**src/rtl/permute_gather_pipe.sv**
```systemverilog
//------------------------------------------------------------------------------
// Module   : permute_gather_pipe
// Brief    : Lane gather (out[j] = bank[sel[j]]) behind a bank read latency,
//            buffered in a credit-protected output FIFO.
// Revision : 1.0
//------------------------------------------------------------------------------
`default_nettype none

module permute_gather_pipe #(
    parameter int N      = 4,
    parameter int W      = 32,
    parameter int SELW   = 2,
    parameter int RD_LAT = 1,
    parameter int DEPTH  = 4
) (
    input  logic              clk,
    input  logic              rst,
    input  logic              in_valid,
    output logic              in_ready,
    input  logic [N*SELW-1:0] sel_bus,
    output logic              rd_en,
    input  logic [N*W-1:0]    bank_rdata,
    output logic              out_valid,
    input  logic              out_ready,
    output logic [N*W-1:0]    out_bus,
    output logic [N-1:0]      oor_mask,
    output logic              busy
);

    localparam int c_log2n = $clog2(N);
    localparam int c_pw    = $clog2(DEPTH);
    localparam int c_cw    = c_pw + 1;
    localparam logic [c_cw:0] c_depth = (c_cw + 1)'(DEPTH);

    logic                 w_accept;
    logic                 w_arrive;
    logic                 w_pop;
    logic [c_cw:0]        w_pending;
    logic [W-1:0]         w_bank [N];
    logic [N*W-1:0]       w_gather;
    logic [N-1:0]         w_oor;

    logic [RD_LAT-1:0]    r_dl_vld;
    logic [N*SELW-1:0]    r_dl_sel [RD_LAT];
    logic [N*W-1:0]       r_mem_data [DEPTH];
    logic [N-1:0]         r_mem_oor [DEPTH];
    logic [c_pw-1:0]      r_wptr;
    logic [c_pw-1:0]      r_rptr;
    logic [c_cw-1:0]      r_count;
    logic [c_cw-1:0]      r_inflight;

    // Credits cover both in-flight reads and buffered words, so an accepted
    // request always has a FIFO slot waiting when its bank data returns.
    assign w_pending = {1'b0, r_inflight} + {1'b0, r_count};
    assign in_ready  = (w_pending < c_depth);
    assign w_accept  = in_valid & in_ready;
    assign rd_en     = w_accept;
    assign w_arrive  = r_dl_vld[RD_LAT-1];
    assign out_valid = (r_count != '0);
    assign w_pop     = out_valid & out_ready;
    assign busy      = (w_pending != '0);
    assign out_bus   = out_valid ? r_mem_data[r_rptr] : '0;
    assign oor_mask  = out_valid ? r_mem_oor[r_rptr] : '0;

    for (genvar b = 0; b < N; b++) begin : g_bank
        assign w_bank[b] = bank_rdata[b*W +: W];
    end

    for (genvar j = 0; j < N; j++) begin : g_lane
        logic [SELW-1:0] w_sel;
        assign w_sel = r_dl_sel[RD_LAT-1][j*SELW +: SELW];
        // Any set bit above the bank index makes the select out of range.
        if (SELW > c_log2n) begin : g_oor
            assign w_oor[j] = |w_sel[SELW-1:c_log2n];
        end else begin : g_no_oor
            assign w_oor[j] = 1'b0;
        end
        assign w_gather[j*W +: W] = w_oor[j] ? '0 : w_bank[w_sel[c_log2n-1:0]];
    end

    always_ff @(posedge clk or posedge rst) begin
        if (rst) begin
            r_dl_vld   <= '0;
            r_wptr     <= '0;
            r_rptr     <= '0;
            r_count    <= '0;
            r_inflight <= '0;
        end else begin
            r_dl_vld[0] <= w_accept;
            for (int i = 1; i < RD_LAT; i++) begin
                r_dl_vld[i] <= r_dl_vld[i-1];
            end
            r_inflight <= r_inflight + c_cw'(w_accept) - c_cw'(w_arrive);
            r_count    <= r_count + c_cw'(w_arrive) - c_cw'(w_pop);
            if (w_arrive) begin
                r_wptr <= r_wptr + c_pw'(1);
            end
            if (w_pop) begin
                r_rptr <= r_rptr + c_pw'(1);
            end
        end
    end

    // Select map and FIFO storage carry no reset; the valids above gate them.
    always_ff @(posedge clk) begin
        r_dl_sel[0] <= sel_bus;
        for (int i = 1; i < RD_LAT; i++) begin
            r_dl_sel[i] <= r_dl_sel[i-1];
        end
        if (w_arrive) begin
            r_mem_data[r_wptr] <= w_gather;
            r_mem_oor[r_wptr]  <= w_oor;
        end
    end

    a_no_overflow: assert property (@(posedge clk) disable iff (rst)
        !(w_arrive && !w_pop && (r_count == c_cw'(DEPTH))));

endmodule

`default_nettype wire
```
**config.mk**
```make
export PLATFORM = sky130hd
export DESIGN_NAME = permute_gather_pipe
export DESIGN_NICKNAME = d
export VERILOG_FILES = /design/src/rtl/permute_gather_pipe.sv
export SDC_FILE = /design/constraint.sdc
export NUM_CORES = 1
export LEC_CHECK = 0
export BUFFER_PORTS_ARGS = -buffer_cell sky130_fd_sc_hd__buf_2
export CORE_MARGIN = 4
export CORE_UTILIZATION = 31
export DETAILED_ROUTE_END_ITERATION = 12
export GPL_TIMING_DRIVEN = 0
export PLACE_DENSITY = 0.6
export SETUP_SLACK_MARGIN = 0.02
export SLEW_MARGIN = 20
export SYNTH_ARGS = -nofsm -noshare
export SYNTH_HDL_FRONTEND = slang
export SYNTH_SLANG_ARGS = --single-unit
```
**constraint.sdc**
```tcl
create_clock -name clk -period 5.7 [get_ports clk]
set_input_delay 0.285 -clock clk [delete_from_list [all_inputs] [get_ports clk]]
set_output_delay 0.285 -clock clk [all_outputs]
set_load 0.05 [all_outputs]
```
# Word-level counts from Yosys, hierarchy flattened
# Memories as Yosys holds them, arrays and structs flattened.
# Index checks and enable logic that the tools add are counted.
# word_totals
romBits,0
mem_bits_rw,520
latch_bits,0
wordCells,43
input_bits,140
n_memories,2
out_inout_bits,136
reg_bits,11
# memory_table
memory,words,word_bits,rd,rd_clocked_by_memory_dff,wr,line,text
r_mem_data,4,128,1,0,1,45,logic [N*W-1:0] r_mem_data [DEPTH];
r_dl_sel,1,8,1,0,1,44,logic [N*SELW-1:0] r_dl_sel [RD_LAT];
# op_classes
mul,0
n_bitwise,6
add_sub_neg,7
n_reduce_logical,2
eq_ne,0
order_cmp,5
shifts,0
div_mod_pow,0
mux,16
# op_table
operator,count
$bmux 32 s2,4
$mux 32,8
$mux 128,1
$ge 3x3->1 const B,4
$not 2->3,4
$add 3x1->3,2
$sub 3x1->3,2
$add 2x1->2 const B,2
$add 3x3->4,1
$lt 4x3->1 const B,1
$mux 4,1
$reduce_bool 4->1,1
$reduce_bool 3->1,1
$and 1x1->1,2
$mux 1,2

# Depth between registers and ports, before layout
# logic_depth
word_depth,5
depth_mapped,9

# Worst setup path after synthesis
# OpenSTA, ideal clock, no wires.
# synth_path
path_type,register to register
startpoint,register r_wptr[0]
endpoint,"memory r_mem_data[2][0] in the netlist's numbering, enable pin"
path_buffers,0
synth_period_minus_slack_ps,4055
arrival_time_ps,3553
slack_ps,1645
stages_incl_launch_ff,4
setup_ps,502
path_cell_list,dfrtp_1 -> inv_1 -> ha_1 -> and2_1
# synth_lines
item,line,text
start: declaration,47,logic [c_pw-1:0] r_wptr;
start signal: assignment,96,r_wptr <= r_wptr + c_pw'(1);
end: declaration,45,
# No word-level cell before the write port.

# Final worst setup path
# layout_path
startpoint,register r_count[1]
endpoint,output out_bus[86]
# layout_between
elab_chain_len,2
# layout_rtl
item,line,text
start: declaration,49,logic [c_cw-1:0] r_count;
start signal: assignment,94,r_count <= r_count + c_cw'(w_arrive) - c_cw'(w_pop);
$reduce_bool 3->1,59,assign out_valid = (r_count != '0);
$mux 128,62,assign out_bus = out_valid ? r_mem_data[r_rptr] : '0;
end: declaration,25,"output logic [N*W-1:0] out_bus,"
# No other way between the ends.

==> flow_summary.html <==
<table>
<tr><th>Metric</th><th>Value</th></tr>
<tr><th colspan="2">Outcome</th></tr>
<tr><td>Outcome</td><td>completed</td></tr>
<tr><th colspan="2">Detailed routing</th></tr>
<tr><td>Average routed wire per standard cell</td><td>26.71 um</td></tr>
<tr><td>Drt initial violations</td><td>1045</td></tr>
<tr><td>Post-detailed-route via-to-cell ratio</td><td>5.012</td></tr>
<tr><td>Total number of vias</td><td>12.14k</td></tr>
<tr><td>Final antenna-violating net count</td><td>0</td></tr>
<tr><td>DRT Wirelength</td><td>64.72 mm</td></tr>
<tr><td>First-pass iteration count of the detailed router</td><td>5</td></tr>
<tr><td>Drt drc</td><td>0</td></tr>
<tr><th colspan="2">Run</th></tr>
<tr><td>Max-cap viol count</td><td>0</td></tr>
<tr><th colspan="2">Global routing</th></tr>
<tr><td>Global route total overflow</td><td>0</td></tr>
<tr><td>Via count of the first global-routing pass</td><td>between 10k and 15k</td></tr>
<tr><td>Overall Global Routing Usage</td><td>0.1622</td></tr>
<tr><td>First-pass GRT wire length</td><td>91.83 mm</td></tr>
<tr><td>Antenna violations before repair</td><td>9</td></tr>
<tr><td>Largest net degree at the start of global routing</td><td>39</td></tr>
<tr><th colspan="2">Critical path</th></tr>
<tr><td>Endpoint arrival time on the critical path</td><td>3.32 ns</td></tr>
<tr><td>Worst Reg-to-Reg Cells</td><td>8</td></tr>
<tr><td>Kind of start point of the critical path</td><td>flop</td></tr>
<tr><td>Worst reg2reg endpoint</td><td>r_count[2]$_DFF_PP0_</td></tr>
<tr><td>CP dominant cell by count</td><td>sky130_fd_sc_hd__clkbuf_1</td></tr>
<tr><td>Slowest cell on the critical path</td><td>sky130_fd_sc_hd__clkbuf_1</td></tr>
<tr><td>Worst R2R Setup Slack</td><td>3.06 ns</td></tr>
<tr><td>Category of the worst setup path capture point</td><td>output pin</td></tr>
<tr><td>Req. time, crit path</td><td>5.41 ns</td></tr>
<tr><td>Launch point of the worst path</td><td>r_count[1]$_DFF_PP0_</td></tr>
<tr><td>Slowest stage delay, CP</td><td>0.63 ns</td></tr>
<tr><td>List of cells traversed by the critical path</td><td>or3_1 -&gt; clkbuf_1 -&gt; clkbuf_1 -&gt; and2_1 -&gt; buf_2</td></tr>
<tr><td>Setup crit end</td><td>out_bus[86]</td></tr>
<tr><td>Launching point of the worst reg2reg path</td><td>r_count[1]$_DFF_PP0_</td></tr>
<tr><td>Start-to-end type of the worst setup path</td><td>flop to output pin</td></tr>
<tr><td>Crit Path Max Fanout</td><td>10</td></tr>
<tr><th colspan="2">Die</th></tr>
<tr><td>Count of pins on the block boundary</td><td>276</td></tr>
<tr><td>Die ar.</td><td>0.07924 mm^2</td></tr>
<tr><td>Site row count</td><td>100</td></tr>
<tr><td>Die boundary height</td><td>between 200 and 300 um</td></tr>
<tr><td>Chip width</td><td>281.5 um</td></tr>
<tr><td>Starting density of the core</td><td>0.3120</td></tr>
<tr><td>Core area</td><td>0.07432 mm^2</td></tr>
<tr><th colspan="2">Timing</th></tr>
<tr><td>Relative slew slack</td><td>0.2084</td></tr>
<tr><td>Final setup skew</td><td>0.01879 ns</td></tr>
<tr><td>Final Hold Violating Endpoints</td><td>0</td></tr>
<tr><td>Setup TNS</td><td>0 ns</td></tr>
<tr><td>Number of slew-limit violations in the final report</td><td>0</td></tr>
<tr><td>Period utilization</td><td>0.6328</td></tr>
<tr><td>Time the final worst path needs with I/O delays and setup</td><td>3.607 ns</td></tr>
<tr><td>Transition time at the pin with the least slew margin</td><td>~1.2 ns</td></tr>
<tr><td>Highest achievable clock rate</td><td>277.3 MHz</td></tr>
<tr><td>Count of endpoints failing setup in the final report</td><td>0</td></tr>
<tr><td>Setup repair after global routing missed its margin</td><td>false</td></tr>
<tr><th colspan="2">Yosys</th></tr>
<tr><td>Yosys cell types</td><td>24</td></tr>
<tr><td>Share of synthesized area occupied by flip-flops and latches</td><td>0.6818</td></tr>
<tr><td>Cell type contributing the most total cell area after synthesis</td><td>sky130_fd_sc_hd__edfxtp_1</td></tr>
<tr><td>Yosys reg bits</td><td>531</td></tr>
<tr><td>Portion of synthesized cell area occupied by the leading cell type</td><td>0.6631</td></tr>
<tr><td>Top post-synthesis cells by count</td><td>512 x sky130_fd_sc_hd__edfxtp_1, 256 x sky130_fd_sc_hd__mux4_2, 134 x sky130_fd_sc_hd__and2_1</td></tr>
<tr><td>Post-synth ARST share</td><td>0.02072</td></tr>
<tr><td>Average size of a mapped cell</td><td>22.32 um^2</td></tr>
<tr><td>Dominant synthesized flop cell</td><td>sky130_fd_sc_hd__edfxtp_1</td></tr>
<tr><td>Synth area leaders</td><td>sky130_fd_sc_hd__edfxtp_1 66%, sky130_fd_sc_hd__mux4_2 25%, sky130_fd_sc_hd__and2_1 3.6%, sky130_fd_sc_hd__dfrtp_1 1.2%, sky130_fd_sc_hd__dfxtp_1 0.69%</td></tr>
<tr><td>Post-Syn Instances</td><td>a little over 1k</td></tr>
<tr><td>Count of warnings emitted by yosys</td><td>0</td></tr>
<tr><td>Number of synthesized flops with an enable pin</td><td>512</td></tr>
<tr><td>Netlist area before placement</td><td>~0.023 mm^2</td></tr>
<tr><td>Leading cell type by number of instances after synthesis</td><td>sky130_fd_sc_hd__edfxtp_1</td></tr>
<tr><th colspan="2">Place</th></tr>
<tr><td>HPWL reported at the end of detailed placement</td><td>43.71 mm</td></tr>
<tr><td>Placed Cells incl. Taps</td><td>2294</td></tr>
<tr><td>Number of buffers added on ports</td><td>271</td></tr>
<tr><td>GPL Wtd Cong</td><td>0.7606</td></tr>
<tr><td>Post-detailed-placement cell area</td><td>0.02609 mm^2</td></tr>
<tr><th colspan="2">Layout</th></tr>
<tr><td>Cell area after layout</td><td>0.02826 mm^2</td></tr>
<tr><td>Net count of the finished layout</td><td>1551</td></tr>
<tr><td>Non-Filler Instances</td><td>2423</td></tr>
<tr><td>Final-layout fill cell count</td><td>6823</td></tr>
<tr><td>Fraction of layout instances using a drive strength above 1</td><td>0.4644</td></tr>
<tr><td>Finished Core Util</td><td>0.3802</td></tr>
<tr><td>Area added between synthesis and finish</td><td>21.87%</td></tr>
<tr><th colspan="2">Clock tree</th></tr>
<tr><td>Number of sinks on the clock net</td><td>531</td></tr>
<tr><td>Number of gates resized after cts</td><td>0</td></tr>
<tr><td>Later-pin clock latency in the skew report</td><td>0.61 ns</td></tr>
<tr><td>Maximum count of clock buffers along a single path</td><td>3</td></tr>
<tr><td>Level count of the clock H-tree</td><td>2</td></tr>
<tr><td>Number of post-CTS setup repair buffers</td><td>0</td></tr>
<tr><td>Clock input transition at the sequential cells of the worst setup and hold paths</td><td>0.06 ns</td></tr>
<tr><td>Clk Tree Root Cell</td><td>sky130_fd_sc_hd__clkbuf_16</td></tr>
<tr><td>Clock tree from TritonCTS</td><td>yes</td></tr>
<tr><td>Clock buffers created by TritonCTS</td><td>59</td></tr>
<tr><th colspan="2">Power</th></tr>
<tr><td>Peak supply drop</td><td>364.7 uV</td></tr>
<tr><td>Total power per unit cell area</td><td>552.8 mW/mm^2</td></tr>
<tr><td>Leakage power</td><td>9.504 nW</td></tr>
<tr><th colspan="2">Hold path</th></tr>
<tr><td>Path class of the lowest-slack min-delay path</td><td>primary input to flop</td></tr>
</table>
## metal layers
layer | global-route usage | wire (um)
met5 | 0 | 27
met1 | 0.2127 | 26470
met4 | 0.03801 | 1334
met2 | 0.2761 | 32630
met3 | 0.03801 | 4261
## layout by cell type (no fill, tap or decap), types with 43 or more instances in the layout
| master | Yosys | final |
|---|---|---|
| sky130_fd_sc_hd__mux4_2 | 256 | 256 |
| sky130_fd_sc_hd__clkbuf_1 | 31 | 43 |
| sky130_fd_sc_hd__buf_2 | 24 | 295 |
| sky130_fd_sc_hd__edfxtp_1 | 512 | 512 |
| sky130_fd_sc_hd__and2_1 | 134 | 130 |
| sky130_fd_sc_hd__clkbuf_16 | 0 | 61 |
## power by group
group / switching (mW) / internal, mW
Combinational: 4.64 / 2.10
Clock: 1.53 / 2.44
Sequential: 0.115 / 4.80
Total: 6.29 / 9.33
## how the worst min path moves through the flow
| stage | from | end | slack [ns] | depth (start not counted) |
|---|---|---|---|---|
| 6_report | bank_rdata[9] | r_mem_data[2][105]$_DFFE_PP_ | 0.16 | 2 |
| 2_1_floorplan | rst | r_count[0]$_DFF_PP0_ | 0.14 | 1 |
| 3_5_place_dp | rst | r_count[2]$_DFF_PP0_ | 0.35 | 2 |
| 5_1_grt | bank_rdata[9] | r_mem_data[1][105]$_DFFE_PP_ | 0.13 | 2 |
| 4_1_cts | bank_rdata[11] | r_mem_data[1][43]$_DFFE_PP_ | 0.11 | 2 |
| 3_3_place_gp | rst | r_dl_vld$_DFF_PP0_ | 0.35 | 2 |
## cells by family (layout without fill, tap and decap cells)
| group | count (synthesis) | after routing | share of synthesized area |
|---|---|---|---|
| compound gates | 3 | 3 | 0.0006473 |
| xor+xnor | 7 | 7 | 0.002644 |
| fa+ha+maj | 14 | 14 | 0.008526 |
| buf+inv | 86 | 491 | 0.01975 |
| flops | 531 | 531 | 0.6818 |
| mux | 256 | 256 | 0.2487 |
| other cells | 1 | 11 | 0.0001617 |
| simple gates | 141 | 141 | 0.03777 |
## area by class of cell
type	instances	area [um^2]	area share
well taps	969	1212	0.04290
flip-flops and latches	531	15810	0.5595
diodes	7	17.52	0.0006199
clock buffers	76	1613	0.05707
multi-input cells	425	6940	0.2456
inverters	11	41.29	0.001461
clock inverters	35	425.4	0.01505
repair buffers	294	1782	0.06305
plain buffers	75	416.7	0.01474
## flip-flops by register name, indices dropped and copies added, names as in the netlist
signal      count
r_dl_sel        8
r_dl_vld        1
r_rptr          2
r_mem_data    512
r_wptr          2
r_inflight      3
r_count         3
## through the flow
step           total power [mW]  hold WS (ns)  setup WS, ns
6_report                  15.62        0.1634         2.093
5_1_grt                   16.32        0.1333         1.939
4_1_cts                   15.92        0.1088         1.980
3_5_place_dp              11.91        0.3543         2.661
3_3_place_gp              11.87        0.3455        -1.230
2_1_floorplan             9.891        0.1374         1.645
## what timing repair did
action,in CTS,in global routing
hold buffers,11,0
hold endpoints to repair,21,0
endpoints found under the setup margin,0,0
## critical path, delay by kind of cell, from the launching register on
family / cells / cell delay, ns
flops: 1 / 0.46
buf+inv: 3 / 1.56
simple gates: 2 / 0.69
Note: power is estimated with default switching activity, not from simulation.
